<file path="config.mk">
export PLATFORM = sky130hd
export DESIGN_NAME = serial_deserializer
export DESIGN_NICKNAME = d
export VERILOG_FILES = /design/src/rtl/deser_pkg.sv /design/src/rtl/sipo_shifter.sv /design/src/rtl/serial_deserializer.sv
export SDC_FILE = /design/constraint.sdc
export NUM_CORES = 1
export LEC_CHECK = 0
export CAP_MARGIN = 30
export CORE_MARGIN = 4
export CORE_UTILIZATION = 48
export DETAILED_ROUTE_END_ITERATION = 10
export PLACE_DENSITY = 0.8
export SLEW_MARGIN = 5
export SYNTH_ARGS = -nofsm -noshare
export SYNTH_HDL_FRONTEND = slang
export SYNTH_HIERARCHICAL = 1
export SYNTH_SLANG_ARGS = --single-unit
</file>
<file path="constraint.sdc">
create_clock -name Clock -period 1.7 [get_ports Clock]
set_input_delay 0.17 -clock Clock [delete_from_list [all_inputs] [get_ports Clock]]
set_output_delay 0.17 -clock Clock [all_outputs]
set_load 0.02 [all_outputs]
</file>
<file path="src/rtl/deser_pkg.sv">
// +--------------------------------------------------------------------------+
// | deser_pkg : shared types and constants for serial_deserializer            |
// | Rev 1.0                                                                   |
// +--------------------------------------------------------------------------+
`default_nettype none

package deser_pkg;

   typedef enum logic [0:0] {
      IDLE  = 1'b0,
      SHIFT = 1'b1
   } state_e;

   localparam logic DIR_MSB_FIRST = 1'b1;
   localparam logic DIR_LSB_FIRST = 1'b0;

endpackage

`default_nettype wire

</file>
<file path="src/rtl/sipo_shifter.sv">
// +--------------------------------------------------------------------------+
// | sipo_shifter : n-bit serial-in shift register, clear/shift/direction      |
// | Rev 1.0                                                                   |
// +--------------------------------------------------------------------------+
`default_nettype none

module sipo_shifter
   import deser_pkg::*;
#(
   parameter int n = 4
) (
   input  logic         Clock,
   input  logic         Reset,
   input  logic         Clear_i,
   input  logic         Shift_i,
   input  logic         Dir_i,
   input  logic         SerialIn_i,
   output logic [n-1:0] Data_o
);

   logic [n-1:0] sr_q;
   logic [n-1:0] sr_d;

   always_comb begin
      sr_d = sr_q;
      if (Clear_i) begin
         sr_d = '0;
      end else if (Shift_i) begin
         if (Dir_i == DIR_MSB_FIRST) sr_d = {sr_q[n-2:0], SerialIn_i};
         else                        sr_d = {SerialIn_i, sr_q[n-1:1]};
      end
   end

   always_ff @(posedge Clock or negedge Reset) begin
      if (!Reset) sr_q <= '0;
      else        sr_q <= sr_d;
   end

   assign Data_o = sr_q;

endmodule

`default_nettype wire

</file>
<file path="src/rtl/serial_deserializer.sv">
// +--------------------------------------------------------------------------+
// | serial_deserializer : framed serial-to-parallel receiver, Valid/Ready out |
// | Option: DESER_PARITY_CHECK_EN (trailing even-parity bit per frame)        |
// | Rev 1.0                                                                   |
// +--------------------------------------------------------------------------+
`default_nettype none

module serial_deserializer
   import deser_pkg::*;
#(
   parameter int n = 4
) (
   input  logic         Clock,
   input  logic         Reset,
   input  logic         Start,
   input  logic         Enable,
   input  logic         SerialIn,
   input  logic         Direction,
   input  logic         Ready,
   output logic [n-1:0] Result,
   output logic         Valid,
   output logic         Busy,
   output logic         Overrun,
   output logic         ParityErr
);

`ifdef DESER_PARITY_CHECK_EN
   localparam int FRAME_LEN = n + 1;
   localparam int CW        = $clog2(n + 2);
`else
   localparam int FRAME_LEN = n;
   localparam int CW        = $clog2(n + 1);
`endif
   localparam logic [CW-1:0] LAST_IDX = CW'(FRAME_LEN - 1);

   state_e          state_q,  state_d;
   logic            dir_q,    dir_d;
   logic [CW-1:0]   count_q,  count_d;
   logic [n-1:0]    result_q, result_d;
   logic            valid_q,  valid_d;
   logic            over_q,   over_d;
   logic            perr_q,   perr_d;

   logic            sr_clr;
   logic            sr_shift;
   logic            word_rdy;
   logic [n-1:0]    sr_data;
   logic [n-1:0]    word;
   logic            word_perr;

   sipo_shifter #(.n(n)) u_shifter (
      .Clock      (Clock),
      .Reset      (Reset),
      .Clear_i    (sr_clr),
      .Shift_i    (sr_shift),
      .Dir_i      (dir_q),
      .SerialIn_i (SerialIn),
      .Data_o     (sr_data)
   );

   // The completing bit is still on SerialIn, so the word is assembled
   // combinationally to offer it on the same edge that samples it.
`ifdef DESER_PARITY_CHECK_EN
   assign word      = sr_data;
   assign word_perr = (^sr_data) ^ SerialIn;
`else
   assign word      = (dir_q == DIR_MSB_FIRST) ? {sr_data[n-2:0], SerialIn}
                                               : {SerialIn, sr_data[n-1:1]};
   assign word_perr = 1'b0;
`endif

   always_comb begin
      state_d  = state_q;
      dir_d    = dir_q;
      count_d  = count_q;
      sr_clr   = 1'b0;
      sr_shift = 1'b0;
      word_rdy = 1'b0;
      if (Start) begin
         state_d = SHIFT;
         dir_d   = Direction;
         count_d = '0;
         sr_clr  = 1'b1;
      end else if (state_q == SHIFT && Enable) begin
         count_d = count_q + CW'(1);
`ifdef DESER_PARITY_CHECK_EN
         sr_shift = (count_q < CW'(n));
`else
         sr_shift = 1'b1;
`endif
         if (count_q == LAST_IDX) begin
            word_rdy = 1'b1;
            state_d  = IDLE;
            count_d  = '0;
         end
      end
   end

   always_comb begin
      result_d = result_q;
      perr_d   = perr_q;
      valid_d  = valid_q;
      over_d   = over_q;
      if (valid_q && Ready) valid_d = 1'b0;
      if (word_rdy) begin
         if (!valid_q || Ready) begin
            result_d = word;
            perr_d   = word_perr;
            valid_d  = 1'b1;
         end else begin
            over_d   = 1'b1;
         end
      end
   end

   always_ff @(posedge Clock or negedge Reset) begin
      if (!Reset) begin
         state_q  <= IDLE;
         dir_q    <= DIR_LSB_FIRST;
         count_q  <= '0;
         result_q <= '0;
         valid_q  <= 1'b0;
         over_q   <= 1'b0;
         perr_q   <= 1'b0;
      end else begin
         state_q  <= state_d;
         dir_q    <= dir_d;
         count_q  <= count_d;
         result_q <= result_d;
         valid_q  <= valid_d;
         over_q   <= over_d;
         perr_q   <= perr_d;
      end
   end

   assign Result    = result_q;
   assign Valid     = valid_q;
   assign Busy      = (state_q == SHIFT);
   assign Overrun   = over_q;
   assign ParityErr = perr_q;

endmodule

`default_nettype wire

</file>
# Yosys cells after proc, flatten, opt, wreduce, memory -nomap -nowiden
# Index checks and enable logic that the tools add are counted.
word_totals:
  inputBits: 7
  elab_cells: 38
  output_inout_bits: 8
  register_bits: 15
classes:
  n_eq_ne: 1
  bitwise: 1
  n_reduce_logical: 10
  muxes: 18
  addsub: 1
ops:
  columns: ["op", "n"]
  rows:
  - ["two-way mux 1 bit", 12]
  - ["two-way mux 4 bit", 3]
  - ["two-way mux 3 bit", 3]
  - ["AND reduction 2 bit", 3]
  - ["nonzero test 2 bit", 3]
  - ["adder 3 x 1 -> 3 bit (second input constant)", 1]
  - ["equality test 3 x 2 -> 1 bit (second input constant)", 1]
  - ["logical AND 1 bit", 2]
  - ["zero test 1 bit", 1]
  - ["logical OR 1 bit", 1]
  - ["inverter 1 bit", 1]

# Depth between registers and ports, before layout
# Gate-level depths: netlist (run 1).
depth:
  depth_word: 5
  depth_mapped: 5

# Hierarchy
# The synthesis (run 1) kept the hierarchy.
by_module_without_submodules:
  columns: ["mod", "cells_each", "seq_area_each_um2", "area_each_um2", "n_inst"]
  rows:
  - ["serial_deserializer", 42, 275.3, 523.0, 1]
  - ["sipo_shifter", 18, 100.1, 193.9, 1]

# Worst setup path after synthesis (run 1)
# No wires, ideal clock.
synth_timing:
  kind: "register -> register"
  startpoint: "register state_q, in the netlist Busy"
  endpoint: "register result_q[0], in the netlist Result[0]"
  path_slack_ps: 237
  path_buffers: 0
  arrival_time_ps: 1338
  period_less_slack_ps: 1463
  required_ps: 1575
  setup_time_ps: 125
  path_stages_with_launch: 4
  cell_sequence: "dfrtp_1 nand2_2 nor4_4 mux2_2"
synth_between:
  elab_chain_cells: 4
synth_lines:
  columns: ["element", "line_no", "source"]
  rows:
  - ["from (decl)", "serial_deserializer.sv:36", "state_e state_q, state_d;"]
  - ["from (signal assigned)", "serial_deserializer.sv:126", "state_q <= state_d;"]
  - ["logical AND 1 bit", "serial_deserializer.sv:84", "end else if (state_q == SHIFT && Enable) begin"]
  - ["two-way mux 1 bit", "serial_deserializer.sv:84", null]
  - ["two-way mux 1 bit", "serial_deserializer.sv:79", "if (Start) begin"]
  - ["AND reduction 2 bit (no source line)", null, null]
  - ["to (signal assigned)", "serial_deserializer.sv:129", "result_q <= result_d;"]
  - ["to (decl)", "serial_deserializer.sv:39", "logic [n-1:0] result_q, result_d;"]
# Every way passes these cells.
# A chain may end at the register's enable or synchronous reset.

# Worst setup path in the final report (run 1)
layout_timing:
  startpoint: "register count_q[0]"
  endpoint: "register result_q[3], in the netlist Result[3]"
layout_between:
  elab_chain_cells: 5
layout_lines:
  columns: ["element", "line_no", "source"]
  rows:
  - ["from (decl)", "serial_deserializer.sv:38", "logic [CW-1:0] count_q, count_d;"]
  - ["from (signal assigned)", "serial_deserializer.sv:128", "count_q <= count_d;"]
  - ["equality test 3 x 2 -> 1 bit", "serial_deserializer.sv:91", "if (count_q == LAST_IDX) begin"]
  - ["two-way mux 1 bit", "serial_deserializer.sv:91", null]
  - ["two-way mux 1 bit", "serial_deserializer.sv:84", null]
  - ["two-way mux 1 bit", "serial_deserializer.sv:79", null]
  - ["AND reduction 2 bit (no source line)", null, null]
# Every way passes these cells.

==> results of run 1 <==
[report_power, final]
part           internal (W)  switching, W  leakage [nW]
registers          0.000377     0.0000222         0.198
logic             0.0000667     0.0000535         0.197
clock network     0.0000871      0.000113        0.0177
total              0.000530      0.000189         0.412
[kinds of logic (layout without fill, tap and decap cells)]
logic type,count (synthesis),in the layout,synth area share (%)
adder cells (fa/ha/maj),1,1,1.74
buffers and inverters,5,22,3.84
multiplexers,13,13,19.7
AO/OA/AOI/OAI,8,8,7.85
AND/OR/NAND/NOR,17,17,14.0
other,1,1,0.523
flip-flops,15,15,52.4
[worst max-delay path, delay by kind of cell (launching register included)]
family / cells / cell delay (ns)
fa+ha+maj: 1 / 0.18
flops: 1 / 0.38
mux: 1 / 0.38
simple gates: 2 / 0.51
[worst paths after layout]
check | startpoint | end | slack [ns] | cells past startpoint
min | Reset | u_shifter/Data_o[1]$_DFFE_PN0P_ | 0.21 | 2
max | count_q[0]$_DFFE_PN0P_ | Result[3]$_DFFE_PN0P_ | 0.13 | 4
max reg2reg | count_q[0]$_DFFE_PN0P_ | Result[3]$_DFFE_PN0P_ | 0.13 | 4
min reg2reg | Overrun$_DFFE_PN0P_ | Overrun$_DFFE_PN0P_ | 0.46 | 1
min in group Clock | Overrun$_DFFE_PN0P_ | Overrun$_DFFE_PN0P_ | 0.46 | 1
max in group asynchronous | Reset | count_q[1]$_DFFE_PN0P_ | 1.32 | 2
[layout make-up]
| type | instances | area [µm²] | area share, % |
|---|---|---|---|
| clock buffers | 3 | 22.5 | 2.50 |
| clock inverters | 1 | 5.00 | 0.556 |
| inverters | 1 | 3.75 | 0.417 |
| multi-input cells | 40 | 314 | 34.9 |
| flip-flops and latches | 15 | 375 | 41.7 |
| well taps | 15 | 18.8 | 2.09 |
| repair buffers | 17 | 160 | 17.8 |
[per-stage QoR]
step,hold WS [ns],worst slack [ns],cells,utilization (%),power (W)
final,0.205,0.132,92,66.6,0.000719
after global routing,0.195,0.0569,92,66.6,0.000761
after CTS,0.199,0.114,92,66.6,0.000731
after detailed placement,0.444,0.0337,88,64.6,0.000526
after global placement,0.440,0.0662,88,64.6,0.000523
after floorplan,-0.126,0.237,60,-,0.000471
[Yosys cell counts]
cell	n
or2_2	1
nand4_1	1
nor3_1	1
buf_4	2
inv_1	1
mux2i_1	4
a311oi_1	1
a21oi_1	2
nand2b_1	1
or3b_2	1
nor2b_1	1
nor4_4	1
conb_1	1
nand2_2	1
clkbuf_2	1
buf_1	1
nor2_1	7
mux2_2	9
nand2_1	2
dfrtp_1	15
a21o_1	1
a211oi_1	4
ha_1	1
[metal layers]
metal  part of all wire, %  vias up  GRT usage (%)
li1                      -      245              -
met1                    47      236           19.2
met2                    47        8           22.0
met3                   5.0        2           4.69
met4                   1.1        0           8.29
met5                     0        -              0
[sequential cells by signal (all words and copies together) (netlist names)]
register          cells
Overrun               1
u_shifter/Data_o      4
Busy                  1
Result                4
count_q               3
Valid                 1
dir_q                 1
==> results.md, run 1 <==
* Total Routed Length at around 1300 µm
* Ant. Diodes at 0
* Post-Syn Nets at 68
* Share of post-route cells with drive strength above 1 at 27.3%
* Width of the chip at around 47 µm
* Die Area at ~2200 µm²
* Vias in the first global route at 500
* Via density at 5.34
* Clock sinks at 15
* Design Area, Final at approximately 900 µm²
* CP Cell Sequence: ha_1 > nand2b_1 > nor4_4 > mux2_2
* Static Leak at just over 0.4 nW
* Area contributors post-synth: dfrtp_1, mux2_2, mux2i_1
* Port Buf Inserts at 13
* Synth cell types at 23
* CTS Root Cell: clkbuf_4
* Final setup TNS at 0 ns
* Synth area leader: dfrtp_1
* Core area at 1350 µm²
* Gr ovfl total at 0
* Syn Std Cell Area at 717 µm²
* Setup Buffers After CTS at 0
* Htree depth at 1
* Post-DR wirelength/cell at 14.6 µm
* Endpoints failing setup at 0
* Power density over cell area at about 800 nW/µm²
* Most frequent cells in the layout: dfrtp_1, clkdlybuf4s50_1, mux2_2
* CTS Buffer Depth at 2
* Clock slew at reported path FFs at 0.09 ns
* Row cnt at 13
* Critical Path RT at 1.87 ns
* Worst-skew pair later-pin latency at 0.27 ns
* Area share of the largest cell type after synthesis at 52.4%
* CTS-repair resized insts at 0
* Layout Nets at 86
* Clock Skew at about 0.00065 ns
* Critical path's largest stage delay at roughly 0.38 ns
* CTS tree: built
* Die Y at 46.6 µm
* Total GRT Usage at 14.9%
* Total CTS buffers at 3
* Starting DRT DRC Count at 3
* CP Launch Type: flip-flop
* Commonest non-fill, non-tap cell in the layout: dfrtp_1
* Slowest stage cell, crit path: dfrtp_1
* Crit path arrival time at ~1.7 ns
* Max Fclk at 638 MHz
* Post-DP HPWL at 993 µm
* Fill cells at 109
* Tmin final at 1.57 ns
* Register area share after synthesis at between 50 and 60%
* Avg Synthesized Cell Area at 11.9 µm²
* First-pass GRT wire length at 2210 µm
* Setup crit end kind: flip-flop
* Total I/O pin count at 15
* Fin. max-slew vios at 0
* Post-DRT Antenna Nets at 0
* Worst setup path class: reg -> reg
* Drt pass-1 iters at 3
* Outcome: finished, final reports clean
* DRC at 0
* Placed Area at 872 µm²
* Worst IR drop on VDD at 0.000432 V
* Post-CTS Hold Fix Bufs at 0
* Final Hold Viols at 0
* Area grow syn2layout at 25.5%
* Antenna violations before repair at 0
* Synth Instances at 60
* Routability cong. at 0.733
* CP Max Fanout at 4
* Yosys warning total at 6
* Hold crit path type: in -> async
* Initial Util at between 50% and 60%
* Register bit total from synthesis at 15
* Largest net degree at the start of global routing at 16
* RSZ-0062 raised after global routing: no
* Max-cap violations at 0
* Period utilisation layout at between 90% and 100%
* Via count at 491
Power figures use the tool's default switching activity.
==> run 2, diff against run 1 <==
ABC_AREA = 1   (was default)
CORE_MARGIN = 10   (was 4)
PLACE_DENSITY = 0.79   (was 0.8)
SLEW_MARGIN = default   (was 5)
==> run 2 against run 1 <==
  * Sequential power is 4% lower
  * Clock power hardly changed
  * Core utilization is 3.7 points lower
  * Non-clock buffer count is 2 lower
  * Routed wire length is 15% higher
  * Global-route usage is 5.5 points lower
  * Die area is 63% higher
  * Sequential share of layout area is 1.7 points lower
  * Flip-flop and latch count stayed put
  * Final cell count is 45% higher
  * Critical path type is now reg -> out
  * Largest cell class unchanged
==> results.md, run 2 <==
* Synth area leader: dfrtp_1 (unchanged)
* M2 GR Usage at 15.9% (was 22.0%)
* Placed Area at 911 µm² (was 872 µm²)
* Share of post-route cells with drive strength above 1 at 9.40% (was 27.3%)
* Avg Synthesized Cell Area at 7.61 µm² (was 11.9 µm²)
* Die Y at 59.6 µm (was 46.6 µm)
* Die Area at 3550 µm² (was 2180 µm²)
* Area grow syn2layout at 24.4% (was 25.5%)
* Asr flop ratio synth at 100% (unchanged)
* Antenna violations before repair at 0 (unchanged)
* Sequential Power Share at 56.2% (was 55.5%)
* Power density over cell area at 728 nW/µm² (was 799 nW/µm²)
* CTS Buffer Depth at 2 (unchanged)
* Via count at 650 (was 491)
* Design Area, Final at 937 µm² (was 900 µm²)
* Htree depth at 1 (unchanged)
* CP Max Fanout at 5 (was 4)
* Drt pass-1 iters at 4 (was 3)
* Register area share after synthesis at 49.8% (was 52.4%)
* Total CTS buffers at 3 (unchanged)
* Area contributors post-synth: dfrtp_1, nand2_1, nor2_4 (was dfrtp_1, mux2_2, mux2i_1)
* Starting DRT DRC Count at 12 (was 3)
* Total Routed Length at 1540 µm (was 1340 µm)
* Top delay family on crit path: buffers and inverters (was simple AND/OR/NAND/NOR gates)
* GRT busiest layer: met2 (unchanged)
* Via density at 4.89 (was 5.34)
* Total I/O pin count at 15 (unchanged)
* Fin. max-slew vios at 0 (unchanged)
* Switching Share at 26.3% (was 26.2%)
* Register bit total from synthesis at 15 (unchanged)
* Layout Nets at 126 (was 86)
* Max Fclk at 659 MHz (was 638 MHz)
* Synth cell types at 17 (was 23)
* Outcome: finished, final reports clean (unchanged)
* CP Launch Type: flip-flop (unchanged)
* Final setup TNS at 0 ns (unchanged)
* DRC at 0 (unchanged)
* Synth cell count leaders: nand2_1, dfrtp_1, inv_1 (was dfrtp_1, mux2_2, nor2_1)
* Syn Std Cell Area at 753 µm² (was 717 µm²)
* Clk pwr share at 29.6% (was 27.8%)
* Setup crit end kind: output pin (was flip-flop)
* Hold crit path type: in -> async (unchanged)
* Final Hold Viols at 0 (unchanged)
* Post-DP HPWL at 1190 µm (was 993 µm)
* Post-CTS Hold Fix Bufs at 0 (unchanged)
* Synth Flop Type: dfrtp_1 (unchanged)
* Final Power at 0.000682 W (was 0.000719 W)
* CTS tree: built (unchanged)
* Width of the chip at 59.6 µm (was 46.6 µm)
* CTS Root Cell: clkbuf_4 (unchanged)
* Logic gate share of total power at 14.2% (was 16.7%)
* Net Switching at 0.000179 W (was 0.000189 W)
* Clock Skew at 0.00756 ns (was 0.000654 ns)
* Commonest non-fill, non-tap cell in the layout: nand2_1 (was dfrtp_1)
* CTS-repair resized insts at 0 (unchanged)
* Largest net degree at the start of global routing at 16 (unchanged)
* Routability cong. at 0.771 (was 0.733)
* Post-Syn Nets at 107 (was 68)
* Max-cap violations at 0 (unchanged)
* Critical path's largest stage delay at 0.64 ns (was 0.38 ns)
* Endpoints failing setup at 0 (unchanged)
* Yosys warning total at 6 (unchanged)
* Port Buf Inserts at 13 (unchanged)
* Post-DR wirelength/cell at 11.6 µm (was 14.6 µm)
* Static Leak at 0.500 nW (was 0.412 nW)
* Most frequent cells in the layout: nand2_1, dfrtp_1, clkdlybuf4s50_1 (was dfrtp_1, clkdlybuf4s50_1, mux2_2)
* Int Pwr at 0.000503 W (was 0.000530 W)
* Clock slew at reported path FFs at 0.09 ns (about the same)
* Worst setup path class: reg -> out (was reg -> reg)
* Crit path arrival time at 1.35 ns (was 1.74 ns)
* Vias in the first global route at 645 (was 500)
* Met3 Use GR at 2.79% (was 4.69%)
* Clock sinks at 15 (unchanged)
* Post-DRT Antenna Nets at 0 (unchanged)
* Initial Util at 50.6% (was 53.1%)
* Core area at 1490 µm² (was 1350 µm²)
* Area share of the largest cell type after synthesis at 49.8% (was 52.4%)
* Row cnt at 14 (was 13)
* CP Cell Sequence: clkdlybuf4s50_1 (was ha_1 > nand2b_1 > nor4_4 > mux2_2)
* First-pass GRT wire length at 2640 µm (was 2210 µm)
* Synth Instances at 99 (was 60)
* Ant. Diodes at 0 (unchanged)
* Slowest stage cell, crit path: clkdlybuf4s50_1 (was dfrtp_1)
* RSZ-0062 raised after global routing: no (unchanged)
* Worst IR drop on VDD at 0.000527 V (was 0.000432 V)
* Total GRT Usage at 9.36% (was 14.9%)
* Routing usage on met1 at 10.2% (was 19.2%)
* Period utilisation layout at 89.3% (was 92.3%)
* Gr ovfl total at 0 (unchanged)
* Critical Path RT at 1.53 ns (was 1.87 ns)
* Count leader, synth: nand2_1 (was dfrtp_1)
* Tmin final at 1.52 ns (was 1.57 ns)
* Setup Buffers After CTS at 0 (unchanged)
* Post-synth EDFFs at 0 (unchanged)
* Worst Path Buf+Inv at 1 (was 0)
* Worst-skew pair later-pin latency at 0.28 ns (was 0.27 ns)
## run 2: changes by cell type in the layout (fill, tap and decap cells not counted), moves of 6 or more
cell,change
inv_1,+6
nand3_1,+6
nand2_1,+52
mux2_2,-9
## run 2: final timing paths
kind	from	end	slack (ns)	cells past startpoint
max in group asynchronous	Reset	u_shifter/Data_o[2]$_DFFE_PN0P_	1.34	2
setup reg to reg	count_q[0]$_DFFE_PN0P_	Result[2]$_DFFE_PN0P_	0.55	6
min in group Clock	Direction	dir_q$_DFFE_PN0P_	0.45	3
hold reg to reg	Result[0]$_DFFE_PN0P_	Result[0]$_DFFE_PN0P_	0.48	2
setup / recovery	Busy$_DFFE_PN0P_	Busy	0.18	1
hold / removal	Reset	Busy$_DFFE_PN0P_	0.18	2
## run 2: cell families (layout without fill, tap and decap cells)
family / count (synthesis) / in the layout / share of synthesized area (%)
buf+inv: 9 / 27 / 4.98
compound gates: 5 / 5 / 3.99
simple gates: 68 / 68 / 39.0
flops: 15 / 15 / 49.8
other cells: 1 / 1 / 0.498
fa+ha+maj: 1 / 1 / 1.66
## run 2: power by group through the flow
| stage | clock (W) | combinational (W) | sequential [W] |
|---|---|---|---|
| 5_1_grt | 0.000221 | 0.000108 | 0.000386 |
| 3_3_place_gp | 0 | 0.0000954 | 0.000390 |
| 2_1_floorplan | 0 | 0.0000431 | 0.000396 |
| 4_1_cts | 0.000208 | 0.0000979 | 0.000384 |
| 6_report | 0.000202 | 0.0000969 | 0.000383 |
| 3_5_place_dp | 0 | 0.0000975 | 0.000391 |
## run 2: cell type report
type	instances	area [µm²]
clock buffer	4	26.3
inverter	8	30.0
timing repair buffer	15	145
multi-input combinational	75	340
sequential	15	375
fill	131	552
tap	16	20.0
## run 2: stage by stage
step / std cells / utilization, % / setup slack (ns) / hold slack (ns)
after floorplan: 99 / - / 0.583 / -0.126
after global placement: 129 / 61.2 / 0.386 / 0.457
after detailed placement: 129 / 61.2 / 0.339 / 0.464
after CTS: 133 / 62.9 / 0.175 / 0.187
after global routing: 133 / 62.9 / 0.143 / 0.198
final: 133 / 62.9 / 0.182 / 0.180
## run 2: per-layer routing
| layer | part of all wire [%] | routed length [µm] | up-vias |
|---|---|---|---|
| li1 | - | - | 337 |
| met1 | 46 | 701 | 289 |
| met2 | 46 | 710 | 20 |
| met3 | 7.0 | 107 | 4 |
| met4 | 1.2 | 19 | 0 |
| met5 | 0 | 0 | - |
==> run 3, diff against run 2 <==
clock period = 1.6 ns   (was 1.7 ns; I/O delays follow)
==> results of run 3 <==
Same layout as run 2 (identical final DEF). Status: finished, final reports clean.
Among the figures that moved: setup slack after placement 0.339 ns -> 0.249 ns; setup slack after layout 0.182 ns -> 0.0924 ns; hold slack 0.180 ns -> 0.170 ns; register-to-register setup slack 0.55 ns -> 0.45 ns; total power 0.000682 W -> 0.000725 W; worst IR drop on VDD 0.000527 V -> 0.000560 V
